File: src/rtl/alu_pkg.sv
// Opcodes, FSM states and op-class decode for the bit-serial ALU.
package alu_pkg;

  localparam logic [2:0] OP_ADD  = 3'b000;
  localparam logic [2:0] OP_SUBC = 3'b001;
  localparam logic [2:0] OP_MOVA = 3'b010;
  localparam logic [2:0] OP_SUB  = 3'b011;
  localparam logic [2:0] OP_INC  = 3'b100;
  localparam logic [2:0] OP_DEC  = 3'b101;
  localparam logic [2:0] OP_ADD1 = 3'b110;
  localparam logic [2:0] OP_MOVB = 3'b111;

  localparam logic [2:0] LOP_AND = 3'b000;
  localparam logic [2:0] LOP_OR  = 3'b001;
  localparam logic [2:0] LOP_XOR = 3'b010;
  localparam logic [2:0] LOP_NOT = 3'b011;
  localparam logic [2:0] LOP_SHL = 3'b100;

  typedef enum logic [1:0] {
    ST_IDLE,
    ST_RUN,
    ST_DONE
  } state_t;

  typedef enum logic [2:0] {
    CL_ADD,
    CL_SUB,
    CL_MOVE,
    CL_LOGIC,
    CL_SHIFT
  } op_class_t;

  typedef enum logic [1:0] {
    X_B,
    X_NB,
    X_ZERO,
    X_ONE
  } x_sel_t;

  typedef enum logic [1:0] {
    C0_CIN,
    C0_NCIN,
    C0_ZERO,
    C0_ONE
  } c0_sel_t;

  typedef struct packed {
    op_class_t cls;
    x_sel_t    xsel;
    c0_sel_t   c0;
  } op_dec_t;

  function automatic op_dec_t op_decode(
    input logic [2:0] opsel,
    input logic       mode
  );
    op_dec_t d;
    d.cls  = CL_LOGIC;
    d.xsel = X_B;
    d.c0   = C0_ZERO;
    if (mode) begin
      if (opsel == LOP_SHL) d.cls = CL_SHIFT;
    end else begin
      case (opsel)
        OP_ADD:  begin d.cls = CL_ADD; d.c0 = C0_CIN; end
        OP_SUBC: begin
          d.cls  = CL_SUB;
          d.xsel = X_NB;
          d.c0   = C0_NCIN;
        end
        OP_SUB:  begin
          d.cls  = CL_SUB;
          d.xsel = X_NB;
          d.c0   = C0_ONE;
        end
        OP_INC:  begin
          d.cls  = CL_ADD;
          d.xsel = X_ZERO;
          d.c0   = C0_ONE;
        end
        OP_DEC:  begin d.cls = CL_SUB; d.xsel = X_ONE; end
        OP_ADD1: begin d.cls = CL_ADD; d.c0 = C0_ONE; end
        default: begin d.cls = CL_MOVE; d.xsel = X_ZERO; end
      endcase
    end
    return d;
  endfunction

endpackage

File: src/rtl/serial_alu_slice.sv
// Combinational 1-bit ALU slice; carry and previous-bit state live outside.
module serial_alu_slice
  import alu_pkg::*;
(
  input  logic       a,
  input  logic       x,
  input  logic       c,
  input  logic       prev_a,
  input  logic [2:0] opsel,
  input  logic       mode,
  output logic       out,
  output logic       c_next
);

  always_comb begin
    c_next = (a & x) | (c & (a ^ x));
    out    = 1'b0;
    if (!mode) begin
      out = a ^ x ^ c;
    end else begin
      unique case (1'b1)
        (opsel == LOP_AND): out = a & x;
        (opsel == LOP_OR):  out = a | x;
        (opsel == LOP_XOR): out = a ^ x;
        (opsel == LOP_NOT): out = ~a;
        (opsel == LOP_SHL): out = prev_a;
        default:            out = 1'b0;
      endcase
    end
  end

endmodule

File: src/rtl/alu_serial_nbit.sv
// WIDTH-bit ALU evaluated one bit per clock, LSB first,
// with start/busy/done handshake and registered flags.
module alu_serial_nbit
  import alu_pkg::*;
#(
  parameter int WIDTH = 8
) (
  input  logic             clk,
  input  logic             rst_n,
  input  logic             start,
  input  logic [WIDTH-1:0] A,
  input  logic [WIDTH-1:0] B,
  input  logic             cin,
  input  logic [2:0]       opsel,
  input  logic             mode,
  output logic             busy,
  output logic             done,
  output logic [WIDTH-1:0] result,
  output logic             cout,
  output logic             zero
);

  localparam int CNT_W = (WIDTH > 1) ? $clog2(WIDTH) : 1;

  state_t           state, state_nx;
  logic [CNT_W-1:0] cnt;
  logic [WIDTH-1:0] a_sh, b_sh, res_nx;
  logic [WIDTH-2:0] acc;
  logic [2:0]       op_q;
  logic             mode_q;
  op_class_t        cls_q;
  x_sel_t           xsel_q;
  op_dec_t          dec_in;
  logic             c_q, prev_q, c0;
  logic             x_bit, out_bit, c_next;
  logic             cout_nx, accept, last;

  assign busy   = (state == ST_RUN);
  assign done   = (state == ST_DONE);
  assign accept = start && (state != ST_RUN);
  assign last   = (cnt == CNT_W'(WIDTH - 1));
  assign dec_in = op_decode(opsel, mode);

  always_comb begin
    c0 = 1'b0;
    unique case (dec_in.c0)
      C0_CIN:  c0 = cin;
      C0_NCIN: c0 = ~cin;
      C0_ONE:  c0 = 1'b1;
      default: c0 = 1'b0;
    endcase
  end

  always_comb begin
    x_bit = 1'b0;
    unique case (xsel_q)
      X_B:     x_bit = b_sh[0];
      X_NB:    x_bit = ~b_sh[0];
      X_ONE:   x_bit = 1'b1;
      default: x_bit = 1'b0;
    endcase
  end

  serial_alu_slice u_slice (
    .a      (a_sh[0]),
    .x      (x_bit),
    .c      (c_q),
    .prev_a (prev_q),
    .opsel  (op_q),
    .mode   (mode_q),
    .out    (out_bit),
    .c_next (c_next)
  );

  assign res_nx = {out_bit, acc};

  // Sub class reports borrow, the inverse of the final carry.
  always_comb begin
    cout_nx = 1'b0;
    unique case (cls_q)
      CL_ADD:   cout_nx = c_next;
      CL_SUB:   cout_nx = ~c_next;
      CL_SHIFT: cout_nx = a_sh[0];
      default:  cout_nx = 1'b0;
    endcase
  end

  always_comb begin
    state_nx = state;
    unique case (state)
      ST_IDLE: if (start) state_nx = ST_RUN;
      ST_RUN:  if (last) state_nx = ST_DONE;
      ST_DONE: state_nx = start ? ST_RUN : ST_IDLE;
      default: state_nx = ST_IDLE;
    endcase
  end

  always_ff @(posedge clk or negedge rst_n) begin
    if (!rst_n) state <= ST_IDLE;
    else        state <= state_nx;
  end

  always_ff @(posedge clk or negedge rst_n) begin
    if (!rst_n) begin
      cnt    <= '0;
      a_sh   <= '0;
      b_sh   <= '0;
      acc    <= '0;
      op_q   <= '0;
      mode_q <= 1'b0;
      cls_q  <= CL_ADD;
      xsel_q <= X_B;
      c_q    <= 1'b0;
      prev_q <= 1'b0;
      result <= '0;
      cout   <= 1'b0;
      zero   <= 1'b0;
    end else if (accept) begin
      cnt    <= '0;
      a_sh   <= A;
      b_sh   <= B;
      op_q   <= opsel;
      mode_q <= mode;
      cls_q  <= dec_in.cls;
      xsel_q <= dec_in.xsel;
      c_q    <= c0;
      prev_q <= 1'b0;
    end else if (busy) begin
      cnt    <= cnt + CNT_W'(1);
      a_sh   <= a_sh >> 1;
      b_sh   <= b_sh >> 1;
      acc    <= res_nx[WIDTH-1:1];
      c_q    <= c_next;
      prev_q <= a_sh[0];
      if (last) begin
        result <= res_nx;
        cout   <= cout_nx;
        zero   <= (res_nx == '0);
      end
    end
  end

endmodule

File: config.mk
export PLATFORM = sky130hd
export DESIGN_NAME = alu_serial_nbit
export DESIGN_NICKNAME = d
export VERILOG_FILES = /design/src/rtl/alu_pkg.sv /design/src/rtl/serial_alu_slice.sv /design/src/rtl/alu_serial_nbit.sv
export SDC_FILE = /design/constraint.sdc
export NUM_CORES = 1
export LEC_CHECK = 0
export ABC_AREA = 1
export BUFFER_PORTS_ARGS = -buffer_cell sky130_fd_sc_hd__buf_2
export CAP_MARGIN = 10
export CORE_UTILIZATION = 55
export DETAILED_ROUTE_END_ITERATION = 8
export GPL_TIMING_DRIVEN = 1
export PLACE_DENSITY = 0.82
export SETUP_SLACK_MARGIN = 0.5
export SYNTH_ARGS = -nofsm -noshare
export SYNTH_HDL_FRONTEND = slang
export SYNTH_SLANG_ARGS = --single-unit
File: constraint.sdc
create_clock -name clk -period 2.6 [get_ports clk]
set_clock_uncertainty 0.05 [all_clocks]
set_input_delay 0.78 -clock clk [delete_from_list [all_inputs] [get_ports clk]]
set_output_delay 0.78 -clock clk [all_outputs]
set_load 0.05 [all_outputs]
; After elaboration in Yosys (flattened, before gate mapping)
; Index checks and enable logic that the tools add are counted.
[word_totals]
reg_bits = 49
out_inout_bits = 12
elab_cells = 89
[classes]
add_sub_neg = 1
eq_ne = 21
mux = 25
bitwise_logic = 11
reduce_logical = 17
[ops]
columns = op, n
row1 = $mux 8, 4
row2 = $eq 3x3->1 const B, 6
row3 = $pmux 2 s3, 3
row4 = $mux 3, 4
row5 = $eq 3x1->1 const B, 3
row6 = $eq 3x2->1 const B, 3
row7 = $logic_not 3->1, 3
row8 = $pmux 1 s3, 3
row9 = $reduce_or 3->1, 3
row10 = $logic_not 8->1, 1
row11 = $eq 2x1->1 const B, 3
row12 = $eq 2x2->1 const B, 3
row13 = $logic_not 2->1, 3
row14 = $mux 1, 6
row15 = $not 1->1, 5
row16 = $pmux 1 s5, 1
row17 = $mux 2, 2
row18 = $mux 4, 1
row19 = $ne 2x1->1 const B, 2
row20 = $pmux 2 s2, 1
row21 = $reduce_and 2->1, 2
row22 = $reduce_or 2->1, 2
row23 = $add 3x1->3 const B, 1
row24 = $reduce_and 3->1, 1
row25 = 6 further kinds, 9

; Longest topological paths before layout
; Gate-level depths: netlist of run 1.
[logic_depth]
ltp_word = 7
mapped_depth = 14
ltp_nobuf = 14

; By module
; Synthesis of run 1 repeated with hierarchy kept, for this count alone.
[unflattened]
cells_unflattened = 261
hier_area_um2 = 2304.7
[modules_own_cells]
columns = mod, n_inst, cells_each, area_each_um2, seq_area_each_um2
row1 = alu_serial_nbit, 1, 238, 2175.8, 1226.2
row2 = serial_alu_slice, 1, 23, 128.9, 0.0

; Worst setup path after synthesis of run 1
; Ideal clock, no wire load.
[synth_timing]
path_type = flip-flop to output port
start = reg state[0]
end = out done
arrival_time_ns = 1.073
required_ns = 1.770
path_slack_ns = 0.697
stages_incl_launch_ff = 2
cell_sequence = dfrtp_1 -> nor2_1
[synth_between]
elab_chain_len = 1
[synth_rtl]
columns = item, line
row1 = from (decl), alu_serial_nbit.sv:25  ; state_t state, state_nx;
row2 = from (signal assigned), alu_serial_nbit.sv:100  ; else state <= state_nx;
row3 = $eq 2x2->1, alu_serial_nbit.sv:39  ; assign done = (state == ST_DONE);
row4 = to (decl), alu_serial_nbit.sv:17  ; output logic done,
; Every way passes these cells.

; Final worst setup path of run 1
[layout_timing]
start = reg state[1]
end = out busy
[layout_between]
elab_chain_len = 1
[layout_rtl]
columns = item, line
row1 = $eq 2x1->1, alu_serial_nbit.sv:38  ; assign busy = (state == ST_RUN);
row2 = to (decl), alu_serial_nbit.sv:16  ; output logic busy,
; Every way passes these cells.

==> flow_summary.toml, run 1 <==
[status]
run_status = "completed"

[clock_tree]
clock_path_buffers = 2
worst_setup_hold_path_clk_slew_ps = 90
clkSinkCount = 49
numCtsBuffers = 5
tritoncts = "yes"
cts_hold_repair.buffers = 0
h-tree-depth = 2
clock-root-buffer = "sky130_fd_sc_hd__clkbuf_8"
insertion_delay_ps = 310

[die]
ports = 36
std_cell_rows = 22
fp.dieW_um = 66.0
design.die.area_um2 = 4350
initial_cell_density_of_the_core_pct = 59.2
chipHeight_um = 66.0
core-area_um2 = 3800

[logic_synthesis]
post_synth_instance_area_um2 = 2250
syn-num-nets = 279
yosys.cell_count.top_type = "sky130_fd_sc_hd__nand2_1"
avgSynthCellArea_um2 = 9.00
synth_warnings = 0
yosys_most_used_dff = "sky130_fd_sc_hd__dfrtp_1"
ys_top_cells_by_count = "sky130_fd_sc_hd__nand2_1, sky130_fd_sc_hd__dfrtp_1, sky130_fd_sc_hd__inv_1"
synth_seq_area_share_pct = 54.5
count_of_flip_flops_with_a_built_in_enable_after_synthesis = 0
ys_types = 29
synth_area_leaders = "sky130_fd_sc_hd__dfrtp_1, sky130_fd_sc_hd__nand2_1, sky130_fd_sc_hd__inv_1"
synth_register_bits = 49
async_s_r_ff_share_synth_pct = 100
synth.largest_area_cell = "sky130_fd_sc_hd__dfrtp_1"
synth_largest_type_area_fraction_pct = 54.5
syn_inst = 250

[worst_setup_path]
worst_path_max_delay_cell = "sky130_fd_sc_hd__dfrtp_1"
timing.reg2reg.setup_slack_ps = 740
worst_ep_arrival_time_ps = 1220
cp_data_required_time_ps = 1770
cp_max_fo = 24
r2r_cells = 7
timing.critical_path.buf_inv = 3
critPathMaxStageDelay_ps = 380
crit_path_end_kind = "output port"
setup.worst_path.start_class = "flip-flop"
worst_r2r_dst = "result[7]"
path_class = "reg2out"
worstPathCellList = "inv_2, nand2_8, inv_12, buf_6"
regToRegStartpoint = "xsel_q[1]"
delay_heaviest_family_cp = "flip-flops"

[cells_and_area]
final-seq-area_um2 = 1230
flow.area_growth_from_synthesis_pct = 16.0
antennaDiodeCount = 0
multi_input_area_um2 = 828
post_route_cells_drive_above_1_share_pct = 22.1
total_of_fill_cells_in_the_finished_design = 308
final_net_count = 322

[grt]
grt_pass1_wl_mm = 7.04
via_count_of_the_first_global_routing_pass = 1611
number_of_antenna_violations_at_the_first_check_in_global_routing = 0
gr-usage-all-layers_pct = 21.8
overflow = 0
grt_start_max_net_pins = 26

[drt]
wirelength_mm = 4.15
drt_pass1_iterations = 6
post_detailed_route_wirelength_per_cell_um = 12.1
drc_errors = 0
dr_total_vias = 1759
detailedRoute.firstIterationViolations = 87
routed_via_density = 5.14
ant_nets = 0

[pwr]
p_per_area_nw_per_um2 = 1230
p_leak_uw = 0.00134
power.ir.vdd_worst_uv = 592
post-layout-total-power_uw = 3210

[timing]
setup_viol_count_final = 0
fmax_mhz = 489
final_hold_viol_count = 0
share_of_the_clock_period_used_by_the_worst_path_after_layout_pct = 78.7
setup_tns_ps = 0
timing.final.crit_period_ps = 2050
worstMarginPinSlew_ps = 570
slew_headroom_pct = 62.0
drv_slew = 0
grt_setup_unrepaired = "no"

[place]
place.detailed.hpwl_mm = 2.86
port_buffers = 35
routabilityCongestion = 0.789

[worst_hold_path]
min-delay-path-class = "in2async"

[run]
timing.max_cap.violations = 0
==> metal layers <==
metal  GRT usage, %  wire, µm  up-vias
li1               -         -      888
met1           29.9      2050      812
met2           32.9      1810       48
met3           4.66       174       11
met4           10.4       108        0
met5              0         0        -
==> logic make-up (layout without fill, tap and decap cells) <==
kind of cell	count (synthesis)	after routing	share of synthesized area, %
and+or+nand+nor	106	106	20.3
adders and majority gates	5	5	3.11
buffers and inverters	44	88	9.06
xor gates and xnor gates	2	2	0.779
DFF	49	49	54.5
AOI/OAI and AO/OA	44	44	12.2
==> how the worst max path moves through the flow <==
| stage | slack (ps) | cells after the start | from | end |
|---|---|---|---|---|
| finish | 550 | 4 | state[1] | busy |
| floorplan | 700 | 1 | state[0] | done |
| CTS | 530 | 4 | state[1] | busy |
| global route | 510 | 4 | state[1] | busy |
| detailed placement | 660 | 4 | state[1] | busy |
| global placement | 670 | 4 | state[1] | busy |
==> final cells by class <==
class	instances	share of cell area, %
multi-input combinational	157	31.8
clock buffer	6	2.78
clock inverter	2	0.384
sequential	49	47.1
timing repair buffer	44	10.0
inverter	36	5.71
tap	48	2.30
==> power breakdown <==
group | internal (µW) | total (µW) | switching [µW]
registers | 1090 | 1280 | 187
logic | 524 | 1490 | 962
clock network | 187 | 443 | 256
total | 1800 | 3210 | 1410
==> metrics by stage <==
| stage | hold WS [ps] | cell area [µm²] | util (%) | cells | worst slack (ps) |
|---|---|---|---|---|---|
| 2_1_floorplan | 400 | 2250 | - | 250 | 697 |
| 3_3_place_gp | 407 | 2460 | 64.7 | 328 | 671 |
| 3_5_place_dp | 410 | 2460 | 64.7 | 328 | 662 |
| 4_1_cts | 425 | 2560 | 67.5 | 336 | 527 |
| 5_1_grt | 453 | 2610 | 68.7 | 342 | 508 |
| 6_report | 401 | 2610 | 68.7 | 342 | 554 |
==> cells in the final DEF, fill, tap and decap left out, drive strengths merged <==
cell type,instances
a21oi,4
a22o,3
a31oi,1
buf,44
clkbuf,6
clkinv,3
dfrtp,49
fa,1
ha,4
inv,35
nand2,83
nand3,10
nand4,3
nor2,8
nor3,1
o211ai,9
o21ai,22
o221ai,3
o22ai,2
or2,1
xor2,2
==> what timing repair did <==
item,4_1_cts,5_1_grt
endpoints found under the setup margin,1,1
setup buffers,0,6
gates resized for setup,7,0
pin swaps,1,0
hold endpoints to repair,0,0
==> state kept, by name, summed over array words and instances (netlist names) <==
signal and flops:
a_sh 8, acc 7, b_sh 8, c_q 1
cls_q 3, cnt 3, cout 1, mode_q 1
op_q 3, prev_q 1, result 8, state 2
xsel_q 2, zero 1
No activity file was read; power rests on OpenSTA's default activity.
==> run 2, diff against run 1 <==
==> constraint.sdc (replaced) <==
create_clock -name clk -period 1.94 [get_ports clk]
set_clock_uncertainty 0.05 [all_clocks]
set_input_delay 0.582 -clock clk [delete_from_list [all_inputs] [get_ports clk]]
set_output_delay 0.582 -clock clk [all_outputs]
set_load 0.05 [all_outputs]
==> run 2 against run 1 <==
Effect of this change:
- setup slack worse by 370 ps
- highest routed layer unchanged
- sequential power up 37%
- critical endpoint is now acc[6]
- largest power group unchanged
- core utilization up 13 points
- flip-flop and latch count did not move
- critical path type is now reg2reg
- routed wire length is 25% higher
- combinational power rose by 92%
- cell area up 19%
==> flow_summary.toml, run 2 (synthesis results as in run 1) <==
[worst_hold_path]
min-delay-path-class = "in2async"

[drt]
routed_via_density = 5.24
detailedRoute.firstIterationViolations = 74
ant_nets = 0
post_detailed_route_wirelength_per_cell_um = 14.1
drc_errors = 0
wirelength_mm = 5.18
dr_total_vias = 1928
drt_pass1_iterations = 4

[worst_setup_path]
critPathMaxStageDelay_ps = 450
path_depth = 7
worstPathCellList = "inv_2, nand2_4, xor2_4, fa_2, or2_4, nand3_2, nand2_1"
cp_max_fo = 3
worst_path_max_delay_cell = "sky130_fd_sc_hd__fa_2"
crit_path_end_kind = "flip-flop"
r2r_cells = 7
cp_data_required_time_ps = 2090
setup.worst_path.start_class = "flip-flop"
timing.reg2reg.setup_slack_ps = 180
timing.critical_path.buf_inv = 1
delay_heaviest_family_cp = "simple AND/OR/NAND/NOR gates"
worst_ep_arrival_time_ps = 1910
path_class = "reg2reg"

[die]
fp.dieW_um = 66.0
design.die.area_um2 = 4350
ports = 36
initial_cell_density_of_the_core_pct = 59.2
std_cell_rows = 22
chipHeight_um = 66.0
core-area_um2 = 3800

[status]
run_status = "completed"

[clock_tree]
worst_setup_hold_path_clk_slew_ps = 90
h-tree-depth = 2
clock_path_buffers = 2
clock-root-buffer = "sky130_fd_sc_hd__clkbuf_8"
numCtsBuffers = 5
tritoncts = "yes"
clkSinkCount = 49
insertion_delay_ps = 310

[cells_and_area]
final_net_count = 348
post_route_cells_drive_above_1_share_pct = 37.2
antennaDiodeCount = 0
layout.cells.most_common_list = "sky130_fd_sc_hd__nand2_1, sky130_fd_sc_hd__dfrtp_1, sky130_fd_sc_hd__inv_1"
mostFrequentLayoutCell = "sky130_fd_sc_hd__nand2_1"
flow.area_growth_from_synthesis_pct = 38.2
largest_regs = "a_sh (8), b_sh (8), result (8)"

[timing]
setup_viol_count_final = 0
setup_tns_ps = 0
final_hold_viol_count = 0
fmax_mhz = 569
timing.final.crit_period_ps = 1760
share_of_the_clock_period_used_by_the_worst_path_after_layout_pct = 90.6
drv_slew = 0
worstMarginPinSlew_ps = 256
slew_headroom_pct = 83.0
grt_setup_unrepaired = "yes"

[grt]
grt_pass1_wl_mm = 7.96
grt_most_used_layer = "met2"
grt_start_max_net_pins = 50
grtUsageMet3_pct = 5.17
number_of_antenna_violations_at_the_first_check_in_global_routing = 0
gr-usage-all-layers_pct = 24.6
grt_use_met1_pct = 31.7
grt_use_met2_pct = 40.7
overflow = 0
via_count_of_the_first_global_routing_pass = 1767

[run]
timing.max_cap.violations = 0

[place]
port_buffers = 35
place.detailed.hpwl_mm = 2.93
routabilityCongestion = 0.867

[pwr]
power.ir.vdd_worst_uv = 1070
post-layout-total-power_uw = 5360
p_leak_uw = 0.00155
p_per_area_nw_per_um2 = 1720
run 2: changes by cell type in the layout (fill, tap and decap cells not counted), moves of 4 or more:
cell                      change
sky130_fd_sc_hd__buf_4       +16
sky130_fd_sc_hd__buf_6       +15
sky130_fd_sc_hd__nand2_1     -13
sky130_fd_sc_hd__buf_2       -11
sky130_fd_sc_hd__nand2_2     +10
sky130_fd_sc_hd__buf_8        +4
run 2: worst reg2reg max path: cells and delay by family, from the launching register on:
family                   cells  cell delay, ps
flip-flops                   1             380
buffers and inverters        1              80
adder cells (fa/ha/maj)      1             450
AND/OR/NAND/NOR              4             490
XOR/XNOR                     1             210
run 2: metrics by stage:
step	utilization, %	setup slack [ps]	instances	hold slack (ps)	instance area (µm²)
final	81.9	181	368	198	3110
after global routing	81.9	105	368	212	3110
after CTS	74.7	260	351	212	2840
after detailed placement	65.8	232	330	411	2500
after global placement	65.8	266	330	407	2500
after floorplan	-	322	250	236	2290
run 2: metal layers:
metal  share of wire, %  routed length, µm  vias to the layer above
li1                   -                  -                      939
met5                  0                  0                        -
met1                 43               2250                      930
met4                1.2                 61                        0
met3                3.9                201                        8
met2                 51               2660                       51
run 2: power by group:
group | total [µW] | switching [µW] | internal, µW | leakage, µW
Clock | 750 | 330 | 420 | 0.0000585
Sequential | 1750 | 294 | 1460 | 0.000619
Combinational | 2860 | 1590 | 1270 | 0.000873
Total | 5360 | 2210 | 3150 | 0.00155
run 2: repair_timing:
action	CTS	global route
endpoints found under the setup margin	26	47
resized for setup	36	35
buffers inserted	13	16
pin swaps	10	11
hold buffers	0	0
cloned	0	1
run 2: path summary, 6_finish.rpt:
kind	to	start
worst min register to register	acc[2]	acc[2]
worst min-delay path	result[5]	rst_n
worst max-delay path	acc[6]	xsel_q[1]
min in group clk	b_sh[1]	B[1]
max in group asynchronous	cls_q[0]	rst_n
worst max register to register	acc[6]	xsel_q[1]
run 2: cell type report:
cell class                      count  area, µm²
Tap cell                           48       60.1
Multi-Input combinational cell    157        956
Fill cell                         212        689
Sequential cell                    49       1230
Clock buffer                        7       86.3
Timing Repair Buffer               70        601
Inverter                           36        150
Clock inverter                      1       30.0
